==> config.mk <==
export PLATFORM = sky130hd
export DESIGN_NAME = mult16_rr_scheduler
export DESIGN_NICKNAME = d
export VERILOG_FILES = /design/src/rtl/mult16_rr_scheduler_pkg.sv /design/src/rtl/mult16_rr_scheduler_arb.sv /design/src/rtl/multiplier_16bits_version0.sv /design/src/rtl/mult16_rr_scheduler.sv
export SDC_FILE = /design/constraint.sdc
export NUM_CORES = 1
export LEC_CHECK = 0
export CORE_MARGIN = 2
export CORE_UTILIZATION = 57
export CTS_CLUSTER_DIAMETER = 120
export DETAILED_ROUTE_END_ITERATION = 8
export GPL_ROUTABILITY_DRIVEN = 0
export PLACE_DENSITY = 0.95
export SYNTH_ARGS = -nofsm -noshare
export SYNTH_HDL_FRONTEND = slang
export SYNTH_SLANG_ARGS = --single-unit
==> constraint.sdc <==
create_clock -name clk -period 7.1 [get_ports clk]
set_input_delay 0.71 -clock clk [delete_from_list [all_inputs] [get_ports clk]]
set_output_delay 0.71 -clock clk [all_outputs]
set_load 0.01 [all_outputs]
==> src/rtl/mult16_rr_scheduler_pkg.sv <==
// mult16_rr_scheduler_pkg: shared widths and defaults for the shared-multiplier scheduler
package mult16_rr_scheduler_pkg;
    localparam int MULT_W      = 16;
    localparam int PROD_W      = 32;
    localparam int DEF_NUM_REQ = 4;
    typedef logic [MULT_W-1:0] opnd_t;
    typedef logic [PROD_W-1:0] prod_t;
endpackage

==> src/rtl/mult16_rr_scheduler_arb.sv <==
// rr_arbiter: round-robin grant starting at rr_ptr, pointer moves past each winner
module rr_arbiter #(
    parameter int NUM_REQ = 4,
    parameter int ID_W    = $clog2(NUM_REQ)
) (
    input  logic               clk,
    input  logic               rst_n,
    input  logic [NUM_REQ-1:0] req_valid,
    input  logic               take,
    output logic [ID_W-1:0]    gnt_id,
    output logic               gnt_any
);
    logic [ID_W-1:0] rr_ptr;
    // scan downwards so the slot closest to rr_ptr wins last
    always_comb begin
        gnt_id  = '0;
        gnt_any = 1'b0;
        for (int k = NUM_REQ-1; k >= 0; k--) begin
            if (req_valid[(int'(rr_ptr) + k) % NUM_REQ]) begin
                gnt_id  = ID_W'((int'(rr_ptr) + k) % NUM_REQ);
                gnt_any = 1'b1;
            end
        end
    end
    always_ff @(posedge clk or negedge rst_n) begin
        if (!rst_n) rr_ptr <= '0;
        else if (take) rr_ptr <= (gnt_id == ID_W'(NUM_REQ-1)) ? '0 : gnt_id + 1'b1;
    end
endmodule

==> src/rtl/multiplier_16bits_version0.sv <==
// multiplier_16bits_version0: combinational unsigned 16x16->32 multiplier
module multiplier_16bits_version0
    import mult16_rr_scheduler_pkg::*;
(
    output logic [PROD_W-1:0] product,
    input  logic [MULT_W-1:0] A,
    input  logic [MULT_W-1:0] B
);
    assign product = PROD_W'(A) * PROD_W'(B);
endmodule

==> src/rtl/mult16_rr_scheduler.sv <==
// mult16_rr_scheduler: round-robin sharing of one multiplier with a two-stage backpressured pipe
module mult16_rr_scheduler
    import mult16_rr_scheduler_pkg::*;
#(
    parameter int NUM_REQ = DEF_NUM_REQ,
    parameter int ID_W    = $clog2(NUM_REQ)
) (
    input  logic                      clk,
    input  logic                      rst_n,
    input  logic [NUM_REQ-1:0]        req_valid,
    output logic [NUM_REQ-1:0]        req_ready,
    input  logic [MULT_W*NUM_REQ-1:0] req_a,
    input  logic [MULT_W*NUM_REQ-1:0] req_b,
    output logic                      rsp_valid,
    input  logic                      rsp_ready,
    output logic [ID_W-1:0]           rsp_id,
    output logic [PROD_W-1:0]         rsp_product,
    output logic                      busy,
    output logic [15:0]               op_count
);
    logic            s1_valid, adv2, acc1, hs, gnt_any;
    opnd_t           s1_a, s1_b;
    prod_t           prod;
    logic [ID_W-1:0] s1_id, gnt_id;
    assign adv2      = !rsp_valid || rsp_ready;
    assign acc1      = !s1_valid || adv2;
    // rst_n gates the handshake so nothing is offered while held in reset
    assign hs        = acc1 && gnt_any && rst_n;
    assign req_ready = hs ? NUM_REQ'(1) << gnt_id : '0;
    assign busy      = s1_valid | rsp_valid;
    rr_arbiter #(.NUM_REQ(NUM_REQ), .ID_W(ID_W)) u_arb (
        .clk(clk), .rst_n(rst_n), .req_valid(req_valid), .take(hs), .gnt_id(gnt_id), .gnt_any(gnt_any)
    );
    multiplier_16bits_version0 u_mul (.product(prod), .A(s1_a), .B(s1_b));
    always_ff @(posedge clk or negedge rst_n) begin
        if (!rst_n) begin
            s1_valid <= 1'b0;
            s1_a     <= '0;
            s1_b     <= '0;
            s1_id    <= '0;
        end else if (acc1) begin
            s1_valid <= hs;
            if (hs) begin
                s1_a  <= req_a[MULT_W*int'(gnt_id) +: MULT_W];
                s1_b  <= req_b[MULT_W*int'(gnt_id) +: MULT_W];
                s1_id <= gnt_id;
            end
        end
    end
    always_ff @(posedge clk or negedge rst_n) begin
        if (!rst_n) begin
            rsp_valid   <= 1'b0;
            rsp_id      <= '0;
            rsp_product <= '0;
            op_count    <= '0;
        end else begin
            if (adv2) begin
                rsp_valid <= s1_valid;
                if (s1_valid) begin
                    rsp_product <= prod;
                    rsp_id      <= s1_id;
                end
            end
            if (rsp_valid && rsp_ready) op_count <= op_count + 16'd1;
        end
    end
endmodule
Yosys cells after proc, flatten, opt, wreduce, memory -nomap -nowiden. Index checks and enable logic that the tools add are counted.

Word-level logic and storage cells: 60. Output and inout port bits: 56. Bits of input ports: 135. Register bits after elaboration: 88.

Add/sub/neg operators: 5. Multiplexer cells: 21. Equality and inequality tests: 1. Reductions and logical operators: 12. Magnitude comparators: 4. Bitwise gates (word level): 4. Shifts and indexed selects: 3. Multiply operators: 1.

Operators by type and width (count): variable part select 64 x 7 -> 16 bit (2); multiplier 16 x 16 -> 32 bit (1); adder 16 x 1 -> 16 bit (second input constant) (1); less-than comparator 3 x 4 -> 1 bit (second input constant) (3); 2-to-1 mux 1 bit (11); 2-to-1 mux 2 bit (5); binary-select mux 1 bit (select 2 bit) (4); OR reduction 2 bit (3); adder 2 x 1 -> 2 bit (second input constant) (2); adder 2 bit (second input constant) (2); 2-to-1 mux 4 bit (1); AND reduction 2 bit (2); left shift 1 x 2 -> 4 bit (first input constant) (1); AND 1 bit (first input constant) (3); logical AND 1 bit (3); less-than comparator 2 x 3 -> 1 bit (second input constant) (1); equality test 2 bit (second input constant) (1); zero test 1 bit (2); logical OR 1 bit (2); OR 1 bit (1).

Depth between registers and ports, before layout. Gate-level depths: netlist of run 1.

Depth in word-level cells: 13. Depth in mapped cells: 23. Mapped depth without buffers: 20.

By module. Synthesis of run 1 repeated with hierarchy kept, for this count alone.

Cell total of the unflattened synthesis: 1278. Area total of the unflattened synthesis: 13027.5 sq um.

By module, submodules not included: multiplier_16bits_version0 (cells each 998, sequential area each 0.0 sq um, times used 1, area each 8597.0 sq um); mult16_rr_scheduler (cells each 261, sequential area each 2152.1 sq um, times used 1, area each 4256.6 sq um); rr_arbiter (cells each 19, sequential area each 50.0 sq um, times used 1, area each 173.9 sq um).

Worst setup path after synthesis of run 1. Ideal clock, no wire load.

Path kind: register to register. From: register s1_b[9]. To: register rsp_product[29]. Data required time: 6.965 ns. Cell stages (with the launch flop): 22. Library setup time: 0.135 ns. Slack: 1.459 ns. Path buffers: 3. Clock period less this slack: 5.641 ns. Arrival time: 5.506 ns. Cell sequence: dfrtp_1 > clkbuf_1 > clkbuf_1 > nand2_1 > fa_1 > inv_1 > fa_1 > fa_1 > fa_1 > fa_1 > inv_1 > fa_1 > inv_1 > ha_1 > buf_2 > a21oi_1 > o21ai_0 > a221oi_2 > o21ai_2 > a221oi_2 > mux2i_1 > o311ai_1.

Cells in the longest elaborated chain, start to end: 1.

RTL lines: start, declared (line mult16_rr_scheduler.sv:22) `opnd_t s1_a, s1_b;`; start signal, assigned (line mult16_rr_scheduler.sv:45) `s1_b <= req_b[MULT_W*int'(gnt_id) +: MULT_W];`; multiplier 16 x 16 -> 32 bit (line multiplier_16bits_version0.sv:9) `assign product = PROD_W'(A) * PROD_W'(B);`; end signal, assigned (line mult16_rr_scheduler.sv:60) `rsp_product <= prod;`; end, declared (line mult16_rr_scheduler.sv:17) `output logic [PROD_W-1:0] rsp_product,`.

No other way between the ends. A chain may end at the register's enable or synchronous reset.

Worst setup path in the final report of run 1.
From: register s1_b[7]. To: register rsp_product[30].

The elaborated chain is that of the path after synthesis.

==> key figures, run 1 <==
Outcome
  • Status: finished, final reports clean

Floorplanning
  • CORE AREA: approximately 23000 µm²
  • Die Span X: 154.8 µm
  • Row Count: 55
  • Chip height: ~150 µm
  • # IOs: around 190
  • Initial Util: approximately 58%
  • Die area: around 24000 µm²

Global routing
  • Vias in the first global route: 12340
  • Total gr overflow: 0
  • Initial antenna violation count: 0
  • GRT Util Overall: a little under a third
  • First-pass GRT wire length: just under 60000 µm
  • Largest net degree at the start of global routing: 72

Detailed routing
  • Drt pass-1 iters: 6
  • Routed via count: roughly 11000
  • Uppermost layer routed: met4
  • Routed length per instance: 17.96 µm
  • Via density: 5.769
  • Met2 wire len: roughly 18000 µm
  • M1 WL: between 10000 and 15000 µm
  • WL met3: approximately 3300 µm
  • Post-DRT Antenna Nets: 0
  • Remaining DRCs: 0
  • Total Routed Length: between 30000 and 40000 µm
  • DRT iter0 DRCs: a little under 900

Setup path
  • WP data arrival: between 6 and 7 ns
  • CP Capture Type: flop
  • Cell mode on critical path: fa_1
  • Crit Path Class: reg2reg
  • CP required: ~7.3 ns
  • WP buf/inv: 5
  • Largest stage delay on the critical path: roughly 0.85 ns
  • Max stage delay cell, worst path: dfrtp_1
  • Worst Path Max Fanout: 17
  • Critical Path Start Type: flop
  • Worst-path cell chain: nand2_1 > fa_1 > inv_1 > fa_1 > inv_1 > fa_1 > inv_1 > fa_1 > fa_1 > inv_1 > fa_1 > inv_1 > ha_1 > a21oi_1 > o21ai_0 > a21oi_1 > o31ai_1 > a31oi_1 > xor2_1 > o21ai_0
  • Crit path max-delay family: adder cells

Place
  • IO Port Bufs: 190
  • Dpl hpwl: around 28000 µm

Cells and area
  • Most frequent cells in the layout: nand2_1 (308), inv_1 (231), fa_1 (194)
  • Synth-to-Final Area Change: 17.60%
  • Antenna diodes: 0
  • Post-layout nets: 2124
  • Register Area: ~2200 µm²
  • Share of post-route cells with drive strength above 1: under 10%
  • Area of the multi-input gates: 9582 µm²
  • Most common cell after layout, fill and taps aside: nand2_1
  • Fillers: approximately 1600

Timing
  • RSZ-0062 raised after global routing: no
  • Final period utilization: 91.51%
  • Fin. Hold Viols: 0
  • Post-route minimum period: 6.497 ns
  • Final Slew Violations: 0
  • Clock Skew: roughly 0.020 ns
  • Worst-margin pin slew: roughly 1.0 ns
  • Worst rel slew slack: between 30% and 40%
  • Setup Total Neg Slack: 0 ns
  • Final setup violation count: 0
  • Max Fclk: 0.1539 GHz

Clocking
  • Postcts setup bufs: 0
  • TritonCTS buffer count: 9
  • Skew-Pair Late Insertion Delay: around 0.37 ns
  • # hold bufs at CTS: 0
  • CTS Buffer Depth: 2
  • CTS resizes: 0
  • H-tree depth: 3
  • Clk root buf: clkbuf_16
  • CTS tree: built
  • Clock-pin slew on the worst setup and hold paths: roughly 0.08 ns
  • CTS Sinks: 88

Synth
  • Mapped cell area: around 13000 µm²
  • FF+latch count, synth: around 90
  • Area leader, netlist: fa_1
  • Synth Net Count: 1995
  • Share of the synthesized area in the top cell type: roughly 30%
  • Ys flop type: dfrtp_1
  • Warnings from Yosys: 0
  • Async set-reset flop share out of synthesis: between 90% and 100%
  • Avg Cell Area, Syn: 8.328 µm²
  • Synth cell types: 60
  • EDFF count, synth: 0
  • Sequential area share after synthesis: 16.98%
  • Cells after synthesis: 1557
  • Synth area leaders: fa_1 (30%), dfrtp_1 (17%), ha_1 (11%), nand2_1 (8.9%), inv_1 (6.7%)

Worst hold path
  • Worst hold path class: in2async

Flow run
  • Total of max-cap violations: 0
## path summary, 6_finish.rpt
kind | from | endpoint | slack (ns) | cells after the start
min | rst_n | rsp_product[21] | 0.21 | 1
max reg2reg | s1_b[7] | rsp_product[30] | 0.60 | 20
max | s1_b[7] | rsp_product[30] | 0.60 | 20
min in group clk | rsp_product[14] | rsp_product[14] | 0.48 | 2
min reg2reg | rsp_product[14] | rsp_product[14] | 0.48 | 2
max in group asynchronous | rst_n | s1_a[6] | 5.67 | 2
## state kept, by name, summed over array words and instances (netlist names)
signal / flops
rsp_product: 32
op_count: 16
s1_a: 16
s1_b: 16
rsp_id: 2
s1_id: 2
u_arb.rr_ptr: 2
rsp_valid: 1
s1_valid: 1
## routing by layer
metal | vias to the layer above | GRT usage (%)
li1 | 5073 | -
met2 | 696 | 52.83
met3 | 206 | 7.565
met5 | - | 0
met4 | 0 | 19.49
met1 | 5425 | 35.64
## layout make-up
| type | count | share of cell area [%] |
|---|---|---|
| tap | 285 | 2.338 |
| timing repair buffer | 195 | 12.70 |
| clock inverter | 7 | 0.4759 |
| clock buffer | 9 | 1.477 |
| inverter | 233 | 5.735 |
| multi-input combinational | 1159 | 62.83 |
| sequential | 88 | 14.44 |
## cell families after synthesis
logic type | Yosys count | share of synthesized area, %
mux | 3 | 0.2412
flops | 88 | 16.98
buf+inv | 310 | 9.244
xor+xnor | 42 | 2.837
compound gates | 186 | 8.597
simple gates | 625 | 21.63
fa+ha+maj | 303 | 40.47
## worst register-to-register path, delay by kind of cell, from the launching register on
family,cells,cell delay (ns)
buffers and inverters,5,0.27
AND/OR/NAND/NOR,1,0.18
AO/OA/AOI/OAI,6,1.49
XOR/XNOR,1,0.21
adder cells (fa/ha/maj),7,3.37
flip-flops,1,0.85
## stage by stage
step	instance area (µm²)	hold slack, ns	cells	utilization [%]	worst slack, ns
3_3_place_gp	14950	0.4568	1960	66.44	1.189
2_1_floorplan	12970	0.4144	1557	-	1.459
6_report	15250	0.2109	1976	67.77	0.6026
3_5_place_dp	14950	0.4638	1960	66.44	0.8736
5_1_grt	15250	0.2307	1976	67.77	0.4298
4_1_cts	15250	0.2177	1976	67.77	0.7542
## synthesized netlist by cell type, types with 2 or more instances
| master | instances |
|---|---|
| nand4_1 | 13 |
| buf_2 | 10 |
| nor2b_1 | 2 |
| inv_2 | 2 |
| nor3_1 | 6 |
| ha_1 | 109 |
| nand2_1 | 308 |
| a221oi_2 | 2 |
| fa_1 | 194 |
| a21boi_0 | 2 |
| and3_1 | 5 |
| o21a_1 | 4 |
| clkbuf_1 | 60 |
| nand3_1 | 40 |
| o21ai_1 | 41 |
| dfrtp_1 | 88 |
| a221oi_1 | 2 |
| o21bai_1 | 4 |
| mux2i_1 | 2 |
| inv_1 | 231 |
| and4_1 | 2 |
| buf_4 | 4 |
| buf_1 | 2 |
| a41oi_1 | 2 |
| a311oi_1 | 2 |
| nand2b_1 | 6 |
| and2_1 | 122 |
| xnor2_1 | 24 |
| o21ai_0 | 71 |
| nor2_1 | 115 |
| xor2_1 | 18 |
| o31ai_1 | 2 |
| a21o_1 | 4 |
| a31oi_1 | 3 |
| a21oi_1 | 30 |
Power of run 1 is not shown: default switching activity piles up to over one toggle a cycle in this logic, so the estimate is an artifact.
==> run 2, diff against run 1 <==
- HOLD_SLACK_MARGIN: not set -> 0.08
==> results of run 2 <==
The final DEF is identical to that of run 1; final timing and power are the same.
Power of run 2 is left out for the same reason.
